==> config.mk <==
export PLATFORM = sky130hd
export DESIGN_NAME = mem_io_ctrl
export DESIGN_NICKNAME = d
export VERILOG_FILES = /design/src/rtl/slc3_pkg.sv /design/src/rtl/sync2.sv /design/src/rtl/mem_io_ctrl.sv
export SDC_FILE = /design/constraint.sdc
export NUM_CORES = 1
export LEC_CHECK = 0
export CAP_MARGIN = 25
export CELL_PAD_IN_SITES_DETAIL_PLACEMENT = 2
export CELL_PAD_IN_SITES_GLOBAL_PLACEMENT = 2
export CORE_MARGIN = 3
export CORE_UTILIZATION = 31
export DETAILED_ROUTE_END_ITERATION = 8
export PLACE_DENSITY_LB_ADDON = 0.1
export SLEW_MARGIN = 40
export SYNTH_ARGS = -nofsm -noshare
export SYNTH_HDL_FRONTEND = slang
export SYNTH_SLANG_ARGS = --single-unit
==> constraint.sdc <==
create_clock -name Clk -period 6.65 [get_ports Clk]
set_clock_uncertainty 0.15 [all_clocks]
set_input_delay 0.9975 -clock Clk [delete_from_list [all_inputs] [get_ports Clk]]
set_output_delay 0.9975 -clock Clk [all_outputs]
set_load 0.01 [all_outputs]
==> src/rtl/slc3_pkg.sv <==
// Shared types and constants for the memory/IO access controller.
package slc3_pkg;

  typedef enum logic [2:0] {
    IDLE   = 3'd0,
    IO     = 3'd1,
    SETUP  = 3'd2,
    ACCESS = 3'd3,
    DONE   = 3'd4
  } mem_state_t;

  localparam logic [15:0] IO_ADDR_DEFAULT = 16'hFFFF;

  // Wait counter is wide enough for the largest legal wait setting (15).
  localparam int WAIT_W = $clog2(16);

endpackage

==> src/rtl/sync2.sv <==
// Parameterized-width two-flop synchronizer with asynchronous active-low clear.
module sync2 #(
  parameter int W = 16
) (
  input  logic         clk,
  input  logic         rst_n,
  input  logic [W-1:0] d,
  output logic [W-1:0] q
);

  logic [W-1:0] meta;

  // First flop may go metastable; second flop gives the settled value.
  always_ff @(posedge clk or negedge rst_n) begin
    if (!rst_n) begin
      meta <= '0;
      q    <= '0;
    end else begin
      meta <= d;
      q    <= meta;
    end
  end

endmodule

==> src/rtl/mem_io_ctrl.sv <==
// Memory/IO access controller: runs SRAM read/write cycles with wait states
// and services the memory-mapped switch/hex-display address.
//
// Handshake: the control unit raises Mem_Req (with Mem_WE, MAR, MDR valid) and
// holds it; the request is taken only in IDLE, where address, direction and
// data are latched. Mem_Ready pulses for exactly one cycle in DONE to mark
// completion; the requester drops Mem_Req on that pulse, otherwise a new access
// starts after the single IDLE cycle that always separates accesses.
module mem_io_ctrl import slc3_pkg::*; #(
  parameter int          WAIT_CYCLES = 2,
  parameter logic [15:0] IO_ADDR     = IO_ADDR_DEFAULT,
  parameter int          SRAM_AW     = 20
) (
  input  logic               Clk,
  input  logic               Reset_n,
  input  logic               Mem_Req,
  input  logic               Mem_WE,
  input  logic [15:0]        MAR,
  input  logic [15:0]        MDR,
  input  logic [15:0]        Switches,
  input  logic [15:0]        SRAM_DQ_in,
  output logic [15:0]        MDR_In,
  output logic               Mem_Ready,
  output logic               Busy,
  output logic [15:0]        HEX_Data,
  output logic [SRAM_AW-1:0] SRAM_ADDR,
  output logic [15:0]        SRAM_DQ_out,
  output logic               SRAM_DQ_oe,
  output logic               SRAM_CE_N,
  output logic               SRAM_OE_N,
  output logic               SRAM_WE_N,
  output logic               SRAM_UB_N,
  output logic               SRAM_LB_N,
  output mem_state_t         state_dbg
);

  mem_state_t        state, next_state;
  logic              we_q, io_q;
  logic [15:0]       mdr_q;
  logic [WAIT_W-1:0] wait_cnt;
  logic [15:0]       sw_sync;
  logic              start, next_we, next_io, next_sram, next_drive;

  sync2 #(.W(16)) u_sw_sync (
    .clk   (Clk),
    .rst_n (Reset_n),
    .d     (Switches),
    .q     (sw_sync)
  );

  assign state_dbg = state;

  // Next-state logic plus look-ahead of the attributes of the coming access,
  // so that every strobe can be registered directly from the next state.
  always_comb begin
    next_state = state;
    start      = (state == IDLE) && Mem_Req;
    next_we    = start ? Mem_WE : we_q;
    next_io    = start ? (MAR == IO_ADDR) : io_q;
    unique case (state)
      IDLE:    if (Mem_Req) next_state = (MAR == IO_ADDR) ? IO : SETUP;
      IO:      next_state = DONE;
      SETUP:   next_state = ACCESS;
      ACCESS:  if (wait_cnt == '0) next_state = DONE;
      DONE:    next_state = IDLE;
      default: next_state = IDLE;
    endcase
    next_sram  = (next_state == SETUP) || (next_state == ACCESS);
    // Write data stays on the bus through DONE to give the SRAM hold time.
    next_drive = next_we && !next_io && (next_sram || next_state == DONE);
  end

  // State register, request latches and wait-state counter.
  always_ff @(posedge Clk or negedge Reset_n) begin
    if (!Reset_n) begin
      state    <= IDLE;
      we_q     <= 1'b0;
      io_q     <= 1'b0;
      mdr_q    <= '0;
      wait_cnt <= '0;
    end else begin
      state <= next_state;
      if (start) begin
        we_q  <= Mem_WE;
        io_q  <= (MAR == IO_ADDR);
        mdr_q <= MDR;
      end
      if (state == SETUP)
        wait_cnt <= WAIT_W'(WAIT_CYCLES - 1);
      else if (state == ACCESS && wait_cnt != '0)
        wait_cnt <= wait_cnt - 1'b1;
    end
  end

  // Registered Moore outputs derived from the state being entered.
  always_ff @(posedge Clk or negedge Reset_n) begin
    if (!Reset_n) begin
      Mem_Ready   <= 1'b0;
      Busy        <= 1'b0;
      SRAM_ADDR   <= '0;
      SRAM_DQ_out <= '0;
      SRAM_DQ_oe  <= 1'b0;
      SRAM_CE_N   <= 1'b1;
      SRAM_OE_N   <= 1'b1;
      SRAM_WE_N   <= 1'b1;
      SRAM_UB_N   <= 1'b1;
      SRAM_LB_N   <= 1'b1;
    end else begin
      Mem_Ready  <= (next_state == DONE);
      Busy       <= (next_state != IDLE);
      if (start) begin
        SRAM_ADDR   <= {{(SRAM_AW-16){1'b0}}, MAR};
        SRAM_DQ_out <= MDR;
      end
      SRAM_DQ_oe <= next_drive;
      // Chip select also covers DONE of a write so the data hold is honoured.
      SRAM_CE_N  <= !(next_sram || next_drive);
      SRAM_UB_N  <= !(next_sram || next_drive);
      SRAM_LB_N  <= !(next_sram || next_drive);
      SRAM_OE_N  <= !(next_sram && !next_we);
      SRAM_WE_N  <= !(next_state == ACCESS && next_we);
    end
  end

  // Read data capture and hex-display register; both hold between updates.
  always_ff @(posedge Clk or negedge Reset_n) begin
    if (!Reset_n) begin
      MDR_In   <= '0;
      HEX_Data <= '0;
    end else begin
      if (state == IO && !we_q)
        MDR_In <= sw_sync;
      else if (state == ACCESS && wait_cnt == '0 && !we_q)
        MDR_In <= SRAM_DQ_in;
      if (state == IO && we_q)
        HEX_Data <= mdr_q;
    end
  end

endmodule

After elaboration in Yosys (flattened, before gate mapping)
Cells that the tools add are included.
{ "op_classes": {"shift": 0, "div": 0, "n_mul": 0, "muxes": 10, "addsub": 1, "bitwise_logic": 0, "n_lt_le_gt_ge": 0, "reduce_logical": 25, "eq_ne": 7} }
{ "op_table": {"columns": ["operator", "count"], "rows": [
  ["16-bit two-way mux", 2],
  ["16-bit == test (second input constant)", 1],
  ["3-bit by 2-bit == test with 1-bit output (second input constant)", 4],
  ["3-bit case mux with 4 select lines", 1],
  ["1-bit logical AND", 10],
  ["4-bit two-way mux", 2],
  ["1-bit zero test", 6],
  ["3-bit two-way mux", 2],
  ["4-bit zero test", 1],
  ["2-bit nonzero test", 2],
  ["4-bit nonzero test", 1],
  ["4-bit by 1-bit subtractor with 4-bit output (second input constant)", 1],
  ["3-bit by 1-bit == test with 1-bit output (second input constant)", 1],
  ["3-bit == test (second input constant)", 1],
  ["3-bit zero test", 1],
  ["1-bit logical OR", 3],
  ["3-bit nonzero test", 1],
  ["1-bit two-way mux", 2],
  ["2-bit two-way mux", 1]
]} }
{ "totals": {"out_inout_bits": 79, "register_bits": 111, "in_bits": 68, "rom_bits": 0, "mem_count": 0, "latch_bits": 0, "mem_bits_rw": 0} }

Logic depth before layout (Yosys ltp)
{ "depth": {"ltp_word": 10, "depth_mapped": 7, "ltp_nobuf": 5} }

Modules after synthesis
From an unflattened synthesis, not the netlist that was laid out.
{ "hier_totals": {"hier_cells": 333, "hier_area_um2": 4205.3} }
{ "modules_own_cells": {"columns": ["mod", "cells_each", "area_per_inst_um2", "n_inst"], "rows": [
  ["mem_io_ctrl", 301, 3404.5, 1],
  ["sync2", 32, 800.8, 1]
]} }

Worst setup path after synthesis
No wires, ideal clock.
{ "synth_path": {"kind": "register to register", "startpoint": "reg wait_cnt[0]", "endpoint": "reg MDR_In[0]", "path_stages_with_launch": 8, "t_required_ns": 6.375, "setup_time_ns": 0.125, "path_buffers": 2, "slack_ns": 4.413, "arrival_ns": 1.962, "path_cell_list": "dfrtp_1 inv_1 ha_1 or3b_1 buf_6 a211oi_4 buf_8 mux2_2"} }
{ "synth_via": {"elab_chain_len": 4} }
{ "synth_lines": {"columns": ["item", "line", "text"], "rows": [
  ["from (decl)", "mem_io_ctrl.sv:40", "logic [WAIT_W-1:0] wait_cnt;"],
  ["from (signal assigned)", "mem_io_ctrl.sv:89", "wait_cnt <= WAIT_W'(WAIT_CYCLES - 1);"],
  ["from (signal assigned)", "mem_io_ctrl.sv:91", "wait_cnt <= wait_cnt - 1'b1;"],
  ["4-bit zero test", "mem_io_ctrl.sv:133", "else if (state == ACCESS && wait_cnt == '0 && !we_q)"],
  ["1-bit logical AND (2 in a row)", "mem_io_ctrl.sv:133", null],
  ["2-bit nonzero test (no line)", null, null],
  ["to (signal assigned)", "mem_io_ctrl.sv:132", "MDR_In <= sw_sync;"],
  ["to (signal assigned)", "mem_io_ctrl.sv:134", "MDR_In <= SRAM_DQ_in;"],
  ["to (decl)", "mem_io_ctrl.sv:22", "output logic [15:0] MDR_In,"]
]} }
Every way passes these cells.
A chain may end at the register's enable or synchronous reset.

Worst setup path after layout
{ "layout_path": {"startpoint": "reg state[1] (netlist: state_dbg[1])", "endpoint": "out state_dbg[1]"} }
{ "layout_lines": {"columns": ["item", "line", "text"], "rows": [
  ["from (decl)", "mem_io_ctrl.sv:37", "mem_state_t state, next_state;"],
  ["from (signal assigned)", "mem_io_ctrl.sv:82", "state <= next_state;"],
  ["to (decl)", "mem_io_ctrl.sv:34", "output mem_state_t state_dbg"]
]} }
No word-level cell between the ends.

==> summary.md <==
| Metric | Value |
|---|---|
| Die area | `15000 µm²` |
| Slew Limit Fails | `0` |
| CP startpoint kind | `flop` |
| Hold_buf cts | `0` |
| Total grt overflow | `0` |
| CP Class | `flop to output port` |
| Gpl congestion | `0.776` |
| Reg2reg end | `MDR_In[15]` |
| Worst-path cell chain | `clkdlybuf4s50_1` |
| Fillcell total | `1315` |
| Multi-input gate area | `1310 µm²` |
| Reg2Reg Depth | `6` |
| Total CTS buffers | `9` |
| Area Growth Syn to Fin | `45.0%` |
| Worst path bufs/invs | `1` |
| Library cells used by synthesis | `40` |
| Die Width | `122 µm` |
| Met3 Track Usage GR | `0.0760` |
| Drt initial violations | `108` |
| Largest family of logic cells by synthesized area | `simple AND/OR/NAND/NOR gates` |
| Top cells by area, synth | `dfrtp_1, mux2_2, nand2_1` |
| Cell Area, Synth | `4210 µm²` |
| Clk root buf | `clkbuf_16` |
| Met1 usage | `0.195` |
| Post-route ant nets | `0` |
| Syn Inst Count | `332` |
| F_max | `339 MHz` |
| Synth Area in XOR/XNOR | `0.00208` |
| Power per cell area | `456 nW/µm²` |
| Stages on the worst setup path | `1` |
| CTS Sinks | `111` |
| Cell accounting for the most synthesized area | `dfrtp_1` |
| Core Area | `12900 µm²` |
| Post-DP Area | `5780 µm²` |
| DRC Markers | `0` |
| Slew headroom | `0.492` |
| Adder-Cell Fraction of Synth Area | `0.00595` |
| Max-cap check violation count | `0` |
| Ys flop type | `dfrtp_1` |
| Count leader, synth | `dfrtp_1` |
| Final instance area | `6100 µm²` |
| WL/cell | `18.7 µm` |
| Clock-pin slew of the registers on the worst-case setup and hold paths | `70 ps` |
| Worst path required time | `5500 ps` |
| Status | `completed` |
| Initial antenna violation count | `0` |
| CTS Buffer Depth | `2` |
| CTS tree | `done` |
| Simple-Gate Fraction of Synth Area | `0.137` |
| Chip Height | `122 µm` |
| Flops & latches, synth | `111` |
| Leakage | `2.68 nW` |
| DRT Pass-1 Iters | `3` |
| Final hold viol count | `0` |
| # rows | `41` |
| All-Layer GR Usage | `0.172` |
| Worst Path Arrival | `1800 ps` |
| NumNets Final | `543` |
| Max VDD drop | `0.215 mV` |
| Vias per std cell | `4.67` |
| Largest net degree at the start of global routing | `57` |
| Final Non-Filler Cells | `650` |
| Vias in the first global route | `3520` |
| Synth warnings | `0` |
| Port Buf Inserts | `142` |
| Final Util | `0.472` |
| Worst Setup EP | `state_dbg[1]` |
| R2r setup slk | `4120 ps` |
| Syn Area/Cell | `12.7 µm²` |
| Detailed Place HPWL | `8720 µm` |
| EDFF count, synth | `0` |
| Area fraction of the dominant cell type after synthesis | `0.642` |
| Ports | `147` |
| Synth async-reset ratio | `1.00` |
| Tcrit/Tclk final | `0.443` |
| Final WL | `12200 µm` |
| Complex-gate fraction of the synthesized area | `0.0268` |
| Worst R2R Start | `wait_cnt[0]` |
| Worst stage delay on the critical path | `780 ps` |
| Skew-Pair Late Insertion Delay | `340 ps` |
| Ant diodes | `0` |
| Grt met2 use | `0.303` |
| Storage cell area | `2780 µm²` |
| Critical path's top delay family | `flip-flops` |
| Final Setup Violations | `0` |
| Final TNS setup | `0 ps` |
| Initial Util | `0.325` |
| RSZ-0062 raised after global routing | `no` |
| Minimum clock period | `2950 ps` |
| Dpl cells | `634` |
| Setup bufs post-CTS | `0` |
| CTS H-tree lvls | `3` |
| Commonest cells in the netlist | `dfrtp_1, nand2_1, mux2_2` |
| Crit end category | `output port` |
| GRT busiest layer | `met2` |
| Worst Hold Class | `flop to flop` |
| Register area share after synthesis | `0.661` |
| CTS resizes | `0` |
| Layout cell share with drive strength beyond 1 | `0.163` |
| Post-synthesis mux area share | `0.133` |
| Crit. Startpoint | `state_dbg[1]` |
| First-pass GRT wire length | `19600 µm` |
| Slew @ Worst Pin | `762 ps` |
| DR vias | `3037` |
| Critical path's slowest cell | `dfrtp_1` |
| CP Max Fanout | `15` |
## registers in the layout, summed over array words and instances, names as in the netlist
name,count
HEX_Data,16
MDR_In,16
SRAM_ADDR,16
SRAM_DQ_out,16
u_sw_sync.meta,16
u_sw_sync.q,16
wait_cnt,4
state_dbg,3
Busy,1
Mem_Ready,1
SRAM_DQ_oe,1
SRAM_LB_N,1
SRAM_OE_N,1
SRAM_WE_N,1
io_q,1
we_q,1
## cells in the final DEF (no fill, tap or decap), drive strengths merged, types with 3 or more instances in the layout
| master | n |
|---|---|
| mux2 | 48 |
| clkdlybuf4s50 | 141 |
| nand3 | 3 |
| buf | 7 |
| dfrtp | 108 |
| inv | 3 |
| nor3 | 3 |
| clkbuf | 11 |
| nand2 | 102 |
| conb | 4 |
| nand4 | 4 |
| o21ai | 4 |
| dfstp | 3 |
| a21oi | 3 |
| nor2 | 3 |
| clkinvlp | 3 |
## how the worst min path moves through the flow
stage,depth (start not counted),start,slack (ps),end
after global placement,0,u_sw_sync.meta[5],180,u_sw_sync.q[5]
after global routing,0,u_sw_sync.meta[12],210,u_sw_sync.q[12]
final,0,u_sw_sync.meta[12],200,u_sw_sync.q[12]
after detailed placement,0,u_sw_sync.meta[12],190,u_sw_sync.q[12]
after CTS,0,u_sw_sync.meta[6],200,u_sw_sync.q[6]
after floorplan,0,u_sw_sync.meta[0],180,u_sw_sync.q[0]
## kinds of logic after synthesis
group | Yosys count
AO/OA/AOI/OAI | 15
XOR/XNOR | 1
adder cells (fa/ha/maj) | 2
buffers and inverters | 24
flip-flops | 111
multiplexers | 50
other | 1
AND/OR/NAND/NOR | 128
## per-layer routing
metal | routed length (µm) | up-vias | share of wire
met5 | 0 | - | 0
met4 | 83 | 0 | 0.0068
met3 | 975 | 5 | 0.080
met2 | 6350 | 94 | 0.52
met1 | 4740 | 1563 | 0.39
li1 | - | 1375 | -
## layout make-up
type,count,share of cell area
clock inverters,5,0.0135
flip-flops and latches,111,0.456
multi-input cells,200,0.214
well taps,172,0.0353
repair buffers,148,0.241
inverters,3,0.00185
clock buffers,11,0.0382
## stage by stage
stage / hold slack [ps] / power [mW] / worst slack (ps)
floorplan: 181 / 1.60 / 4410
global placement: 182 / 2.18 / 3870
detailed placement: 186 / 2.25 / 3850
CTS: 202 / 2.84 / 3680
global route: 209 / 2.98 / 3620
finish: 200 / 2.78 / 3700
## report_power, final
part           total (mW)  internal [mW]  switching (mW)  leakage, nW
Combinational        1.11          0.628           0.483         1.20
Clock               0.569          0.330           0.238        0.142
Sequential           1.10          0.915           0.188         1.34
Total                2.78           1.87           0.909         2.68
## worst register-to-register path, delay by kind of cell, from the launching register on
family,cells,cell delay (ps)
flops,1,400
compound gates,1,540
fa+ha+maj,1,160
mux,1,360
buf+inv,2,340
simple gates,1,480
No activity file was read; power rests on OpenSTA's default activity.
